### config.mk
export PLATFORM = sky130hd
export DESIGN_NAME = neuron_lanes_flat
export DESIGN_NICKNAME = d
export VERILOG_FILES = /design/src/rtl/neuron_lanes_if.sv /design/src/rtl/neuron_lanes.sv /design/src/flat_wrapper.sv
export SDC_FILE = /design/constraint.sdc
export NUM_CORES = 2
export LEC_CHECK = 0
export ABC_AREA = 1
export BUFFER_PORTS_ARGS = -buffer_cell sky130_fd_sc_hd__buf_2
export CAP_MARGIN = 20
export CELL_PAD_IN_SITES_DETAIL_PLACEMENT = 2
export CELL_PAD_IN_SITES_GLOBAL_PLACEMENT = 2
export CORE_ASPECT_RATIO = 0.5
export CORE_MARGIN = 5
export CORE_UTILIZATION = 34
export CTS_BUF_LIST = sky130_fd_sc_hd__clkbuf_16
export DETAILED_ROUTE_END_ITERATION = 8
export PLACE_DENSITY_LB_ADDON = 0.12
export SLEW_MARGIN = 20
export SYNTH_ARGS = -nofsm -noshare
export SYNTH_HDL_FRONTEND = slang
export SYNTH_SLANG_ARGS = --single-unit
### constraint.sdc
create_clock -name clk -period 8.4 [get_ports clk]
set_clock_uncertainty 0.15 [all_clocks]
set_input_delay 0.42 -clock clk [delete_from_list [all_inputs] [get_ports clk]]
set_output_delay 0.42 -clock clk [all_outputs]
set_load 0.05 [all_outputs]
### src/rtl/neuron_lanes_if.sv
// Stream bundle for neuron_lanes: shared input beats with per-lane weights/bias in,
// per-lane result vector out, each side under its own valid/ready handshake.
interface neuron_lanes_if #(
  parameter int LANES     = 4,
  parameter int IN_WIDTH  = 16,
  parameter int OUT_WIDTH = 16
);
  logic                          in_valid;
  logic                          in_ready;
  logic signed [IN_WIDTH-1:0]    data_in;
  logic [LANES*IN_WIDTH-1:0]     weight_in;
  logic [LANES*IN_WIDTH-1:0]     bias_in;
  logic [1:0]                    act_mode;
  logic                          round_en;
  logic                          out_valid;
  logic                          out_ready;
  logic [LANES*OUT_WIDTH-1:0]    data_out;
  logic [LANES-1:0]              sat_flags;

  modport master (
    output in_valid, data_in, weight_in, bias_in, act_mode, round_en, out_ready,
    input  in_ready, out_valid, data_out, sat_flags
  );

  modport slave (
    input  in_valid, data_in, weight_in, bias_in, act_mode, round_en, out_ready,
    output in_ready, out_valid, data_out, sat_flags
  );
endinterface

### src/rtl/neuron_lanes.sv
// LANES parallel serial neurons sharing one input stream: per-lane MAC over NUM_INPUTS
// beats, then bias, optional rounding, shift, activation and saturation in one FINAL cycle.
module neuron_lanes #(
  parameter int LANES      = 4,
  parameter int IN_WIDTH   = 16,
  parameter int OUT_WIDTH  = 16,
  parameter int ACC_WIDTH  = 48,
  parameter int NUM_INPUTS = 784,
  parameter int FRAC_BITS  = 15,
  parameter int OUT_SHIFT  = 15
) (
  input logic           clk,
  input logic           rst,
  neuron_lanes_if.slave bus
);
  localparam int CNT_W = $clog2(NUM_INPUTS + 1);
  localparam logic [CNT_W-1:0] LAST_BEAT = CNT_W'(NUM_INPUTS - 1);
  localparam logic signed [ACC_WIDTH-1:0] HALF = ACC_WIDTH'(1) << (OUT_SHIFT - 1);
  localparam logic signed [ACC_WIDTH-1:0] SAT_MAX =
    {{(ACC_WIDTH-OUT_WIDTH+1){1'b0}}, {(OUT_WIDTH-1){1'b1}}};
  localparam logic signed [ACC_WIDTH-1:0] SAT_MIN = ~SAT_MAX;

  typedef enum logic [1:0] {ACCUM = 2'd0, FINAL = 2'd1, HOLD = 2'd2} state_t;

  state_t                      state_q;
  logic [CNT_W-1:0]            count_q;
  logic signed [ACC_WIDTH-1:0] acc_q [LANES];
  logic signed [ACC_WIDTH-1:0] acc_d [LANES];
  logic [LANES*OUT_WIDTH-1:0]  data_out_q, data_out_d;
  logic [LANES-1:0]            sat_q, sat_d;
  logic                        out_valid_q;
  logic signed [2*IN_WIDTH-1:0] prod;
  logic [OUT_WIDTH:0]          sres;

  function automatic logic signed [ACC_WIDTH-1:0] align_round(
    input logic signed [ACC_WIDTH-1:0] acc,
    input logic [IN_WIDTH-1:0]         bias,
    input logic                        rnd
  );
    logic signed [ACC_WIDTH-1:0] b_ext;
    logic signed [ACC_WIDTH-1:0] s;
    b_ext = {{(ACC_WIDTH-IN_WIDTH){bias[IN_WIDTH-1]}}, bias};
    s = acc + (b_ext <<< FRAC_BITS);
    if (rnd) s = s + HALF;
    return s >>> OUT_SHIFT;
  endfunction

  function automatic logic signed [ACC_WIDTH-1:0] activate(
    input logic signed [ACC_WIDTH-1:0] t,
    input logic [1:0]                  mode
  );
    case (mode)
      2'b00:   return t;
      2'b10:   return t[ACC_WIDTH-1] ? (t >>> 3) : t;
      default: return t[ACC_WIDTH-1] ? '0 : t;
    endcase
  endfunction

  // Result packs {clamped, value}.
  function automatic logic [OUT_WIDTH:0] saturate(input logic signed [ACC_WIDTH-1:0] y);
    if (y > SAT_MAX)      return {1'b1, SAT_MAX[OUT_WIDTH-1:0]};
    else if (y < SAT_MIN) return {1'b1, SAT_MIN[OUT_WIDTH-1:0]};
    else                  return {1'b0, y[OUT_WIDTH-1:0]};
  endfunction

  always_comb begin
    acc_d      = acc_q;
    data_out_d = '0;
    sat_d      = '0;
    prod       = '0;
    sres       = '0;
    for (int i = 0; i < LANES; i++) begin
      prod = (2*IN_WIDTH)'($signed(bus.data_in)) *
             (2*IN_WIDTH)'($signed(bus.weight_in[i*IN_WIDTH +: IN_WIDTH]));
      acc_d[i] = acc_q[i] + {{(ACC_WIDTH-2*IN_WIDTH){prod[2*IN_WIDTH-1]}}, prod};
      sres = saturate(activate(align_round(acc_q[i], bus.bias_in[i*IN_WIDTH +: IN_WIDTH],
                                           bus.round_en), bus.act_mode));
      sat_d[i] = sres[OUT_WIDTH];
      data_out_d[i*OUT_WIDTH +: OUT_WIDTH] = sres[OUT_WIDTH-1:0];
    end
  end

  always_ff @(posedge clk) begin
    if (!rst) begin
      state_q     <= ACCUM;
      count_q     <= '0;
      acc_q       <= '{default: '0};
      out_valid_q <= 1'b0;
      data_out_q  <= '0;
      sat_q       <= '0;
    end else begin
      case (state_q)
        ACCUM: if (bus.in_valid) begin
          acc_q <= acc_d;
          if (count_q == LAST_BEAT) begin
            count_q <= '0;
            state_q <= FINAL;
          end else begin
            count_q <= count_q + CNT_W'(1);
          end
        end
        FINAL: begin
          data_out_q  <= data_out_d;
          sat_q       <= sat_d;
          out_valid_q <= 1'b1;
          state_q     <= HOLD;
        end
        HOLD: if (bus.out_ready) begin
          out_valid_q <= 1'b0;
          acc_q       <= '{default: '0};
          state_q     <= ACCUM;
        end
        default: state_q <= ACCUM;
      endcase
    end
  end

  assign bus.in_ready  = (state_q == ACCUM);
  assign bus.out_valid = out_valid_q;
  assign bus.data_out  = data_out_q;
  assign bus.sat_flags = sat_q;
endmodule

### src/flat_wrapper.sv
// flat-port wrapper written by rule: the top's interface ports become plain ports
module neuron_lanes_flat 
#(
  parameter int LANES      = 4,
  parameter int IN_WIDTH   = 16,
  parameter int OUT_WIDTH  = 16,
  parameter int ACC_WIDTH  = 48,
  parameter int NUM_INPUTS = 784,
  parameter int FRAC_BITS  = 15,
  parameter int OUT_SHIFT  = 15
)
  (clk, rst, bus_in_valid, bus_data_in, bus_weight_in, bus_bias_in, bus_act_mode, bus_round_en, bus_out_ready, bus_in_ready, bus_out_valid, bus_data_out, bus_sat_flags);
  neuron_lanes_if #(.LANES(LANES), .IN_WIDTH(IN_WIDTH), .OUT_WIDTH(OUT_WIDTH)) bus_i ();
  input logic clk;
  input logic rst;
  input wire logic [$bits(bus_i.in_valid)-1:0] bus_in_valid;
  input wire logic [$bits(bus_i.data_in)-1:0] bus_data_in;
  input wire logic [$bits(bus_i.weight_in)-1:0] bus_weight_in;
  input wire logic [$bits(bus_i.bias_in)-1:0] bus_bias_in;
  input wire logic [$bits(bus_i.act_mode)-1:0] bus_act_mode;
  input wire logic [$bits(bus_i.round_en)-1:0] bus_round_en;
  input wire logic [$bits(bus_i.out_ready)-1:0] bus_out_ready;
  output wire logic [$bits(bus_i.in_ready)-1:0] bus_in_ready;
  output wire logic [$bits(bus_i.out_valid)-1:0] bus_out_valid;
  output wire logic [$bits(bus_i.data_out)-1:0] bus_data_out;
  output wire logic [$bits(bus_i.sat_flags)-1:0] bus_sat_flags;
  assign bus_i.in_valid = bus_in_valid;
  assign bus_i.data_in = bus_data_in;
  assign bus_i.weight_in = bus_weight_in;
  assign bus_i.bias_in = bus_bias_in;
  assign bus_i.act_mode = bus_act_mode;
  assign bus_i.round_en = bus_round_en;
  assign bus_i.out_ready = bus_out_ready;
  assign bus_in_ready = bus_i.in_ready;
  assign bus_out_valid = bus_i.out_valid;
  assign bus_data_out = bus_i.data_out;
  assign bus_sat_flags = bus_i.sat_flags;
  neuron_lanes #(.LANES(LANES), .IN_WIDTH(IN_WIDTH), .OUT_WIDTH(OUT_WIDTH), .ACC_WIDTH(ACC_WIDTH), .NUM_INPUTS(NUM_INPUTS), .FRAC_BITS(FRAC_BITS), .OUT_SHIFT(OUT_SHIFT)) u_core (.clk(clk), .rst(rst), .bus(bus_i));
endmodule
==> impl_results.md <==
- Vias in the first global route: 88.6k
- I/O Buffers: 220
- Share of flip-flops with an asynchronous set or reset: 0
- Synthesized net count: 13.4k
- Minimum clock period: 8.25 ns
- Hold Path Sink: u_core.count_q[2]
- Largest net degree at the start of global routing: 129
- Worst Hold Class: in -> reg
- Placed cells: between 15k and 20k
- Yosys top cell by area: fa_1
- Req. time, crit path: 8.79 ns
- Clock sink count: 273
- Fin Hold WS: between 0.2 and 0.25 ns
- Post-route non-filler standard cell count: 15.5k
- Worst Setup SP: bus_data_in[2]
- Num CTS Buffers: 39
- Synth top area share: 0.276
- Routed vias/inst: around 5.1
- CP Launch Type: primary input
- CTS tree: built
- CP max-delay cell: fa_1
- Distinct cell type count after synthesis: 65
- Synthesis-to-layout area growth: 17.6%
- Crit Path Category: in -> reg
- R2R Path End: u_core.bus.data_out[16]
- Min-delay src: rst
- ANT nets after route: 0
- Later-pin clock latency in the skew report: slightly below 0.7 ns
- H-Tree Depth: 2
- CTS max path bufs: 3
- DR WL/cell: roughly 22 um
- DRC Markers: 0
- Hold path depth: 3
- First-pass GRT wire length: approximately 500 mm
- Fmax achieved: 0.121 GHz
- Initial DRT Pass Iterations: 7
- Worst r2r src: u_core.acc_q[111]
- Core area: 0.224 sq mm
- CP max stage delay: 0.56 ns
- RSZ-0062 raised after global routing: yes
- Post-detail-place hpwl: 289 mm
- Final hold vios: 0
- Reg2reg setup slack: around 2.9 ns
- Slew headroom: 0.397
- Crit Path Max Fanout: 9
- Ys flop type: dfxtp_1
- Die area: 0.235 sq mm
- Status: completed
- Initial core utilization: 0.341
- Clock transition at the registers of the reported paths: around 0.060 ns
- Period utilisation layout: 0.982
- Crit path DAT: 8.63 ns
- # IOs: 221
- Vias: 78.6k
- Synth area leaders: fa_1 28%, nand2_1 15%, inv_1 13%
- Synthesized area: 0.0765 sq mm
- GR Overflow Total: 0
- Drt first-iter violations: 3620
- Final setup viols: 0
- Final wirelength: ~340 mm
- Routability cong.: about 0.87
- GRT Util Overall: 0.279
- Synthesis warning total: 0
- NumNets Final: 14.3k
- Final core utilization: 0.401
- Most frequent CP cell: fa_1
- Die Y: 346 um
- CTS Root Cell: clkbuf_16
- Row count: 123
- Avg Inst Size Synth: 6.63 sq um
- Number of synthesized flops with an enable pin: 0
- Tightest Pin Transition: between 0.9 and 1 ns
- Mapped Cells: 11.5k
- Register area share after synthesis: 0.0714
- Initial antenna violation count: 55
- Max-cap violations: 0
- Layout cell share with drive strength beyond 1: 0.127
- Pins Over Slew Limit: 0
- Register-to-Register Path Depth: 27
- Die Wd: 681 um
- #FFs+latches synth: 273
- Worst setup EP type: register
## what timing repair did
item | 4_1_cts | 5_1_grt
pin swaps | 0 | 25
hold buffers | 1 | 0
endpoints found under the hold margin | 1 | 0
resized for setup | 10 | 154
buffers inserted | 0 | 10
gates cloned | 0 | 0
endpoints found under the setup margin | 13 | 71
## kinds of logic after synthesis
| logic type | count (synthesis) | synth area share |
|---|---|---|
| buf+inv | 3036 | 0.151 |
| fa+ha+maj | 1716 | 0.384 |
| xor+xnor | 254 | 0.0295 |
| flops | 273 | 0.0714 |
| compound gates | 1558 | 0.111 |
| simple gates | 4707 | 0.254 |
## cells in the mapped netlist, drive strengths merged (6+ instances only)
| library cell | n |
|---|---|
| o21bai | 23 |
| or2 | 50 |
| o22ai | 38 |
| a21o | 19 |
| buf | 74 |
| nand3 | 499 |
| a211oi | 8 |
| and2 | 9 |
| a21oi | 891 |
| nor2 | 796 |
| o311ai | 8 |
| nand4 | 102 |
| a31o | 6 |
| fa | 1056 |
| dfxtp | 273 |
| xnor2 | 89 |
| a31oi | 47 |
| inv | 2661 |
| o21ai | 400 |
| nand3b | 32 |
| ha | 660 |
| and3 | 8 |
| nor4 | 17 |
| o21a | 39 |
| xor2 | 165 |
| clkbuf | 285 |
| nor3 | 62 |
| o2111ai | 6 |
| a21boi | 23 |
| o211ai | 22 |
| clkinv | 16 |
| nand2 | 3124 |
| o31ai | 12 |
## cell usage in the layout, fill, tap and decap left out, types with 39 or more instances in the layout
cell,synthesis,layout
or2_2,49,49
clkbuf_16,0,39
buf_12,1,41
a31oi_1,47,45
ha_1,660,654
o21ai_0,393,361
buf_4,9,967
buf_2,12,217
nor3_1,61,59
a21oi_1,877,851
nand4_1,99,99
inv_1,2646,2647
xor2_1,161,150
xnor2_1,89,86
nand2_2,36,43
nor2_1,765,752
fa_1,1056,1053
nand3_1,473,473
dfxtp_1,273,273
nand2_1,3080,3072
o21a_1,39,39
## worst max-delay path by stage
stage	depth (start not counted)	slack [ns]	end
floorplan	31	0.04	u_core.acc_q[140]
global placement	36	-0.54	u_core.acc_q[187]
detailed placement	40	-0.84	u_core.acc_q[143]
CTS	35	0.005	u_core.acc_q[44]
global route	38	-0.16	u_core.acc_q[43]
finish	37	0.15	u_core.acc_q[47]
## flip-flops by register name, summed over array words and instances (netlist names)
name and count:
u_core.count_q 10, u_core.acc_q 192, u_core.bus.out_valid 1, u_core.bus.data_out 64, u_core.bus.sat_flags 4, u_core.state_q 2
## critical path, delay by kind of cell
kind / cells / cell delay [ns]
AO/OA/AOI/OAI: 12 / 1.82
AND/OR/NAND/NOR: 6 / 0.70
adder cells (fa/ha/maj): 8 / 3.95
XOR/XNOR: 2 / 0.38
buffers and inverters: 9 / 1.30
## final cells by class
type / instances / area, sq um
Multi-Input combinational cell: 8235 / 60100
Clock buffer: 39 / 976
Fill cell: 27400 / 134000
Sequential cell: 273 / 5470
Inverter: 2677 / 10100
Tap cell: 3000 / 3750
Clock inverter: 30 / 265
Antenna cell: 21 / 52.6
Timing Repair Buffer: 1241 / 9350
## layer usage
layer,vias up,share of wire,track usage
met2,1252,0.46,0.466
met5,-,0.00031,0
met1,40000,0.46,0.370
met3,360,0.054,0.0515
met4,14,0.026,0.0724
li1,37000,-,-
## stage by stage
step	instance area [sq um]	worst slack [ns]	setup TNS, ns
2_1_floorplan	76500	0.0369	0
3_3_place_gp	88100	-0.540	-18.26
3_5_place_dp	88100	-0.844	-44.32
4_1_cts	89300	0.00524	0
5_1_grt	90000	-0.158	-1.48
6_report	90000	0.152	0
Power is left out: the tool's default activity adds up to more than one toggle a clock period on the data nets, which glitch-free logic cannot reach.
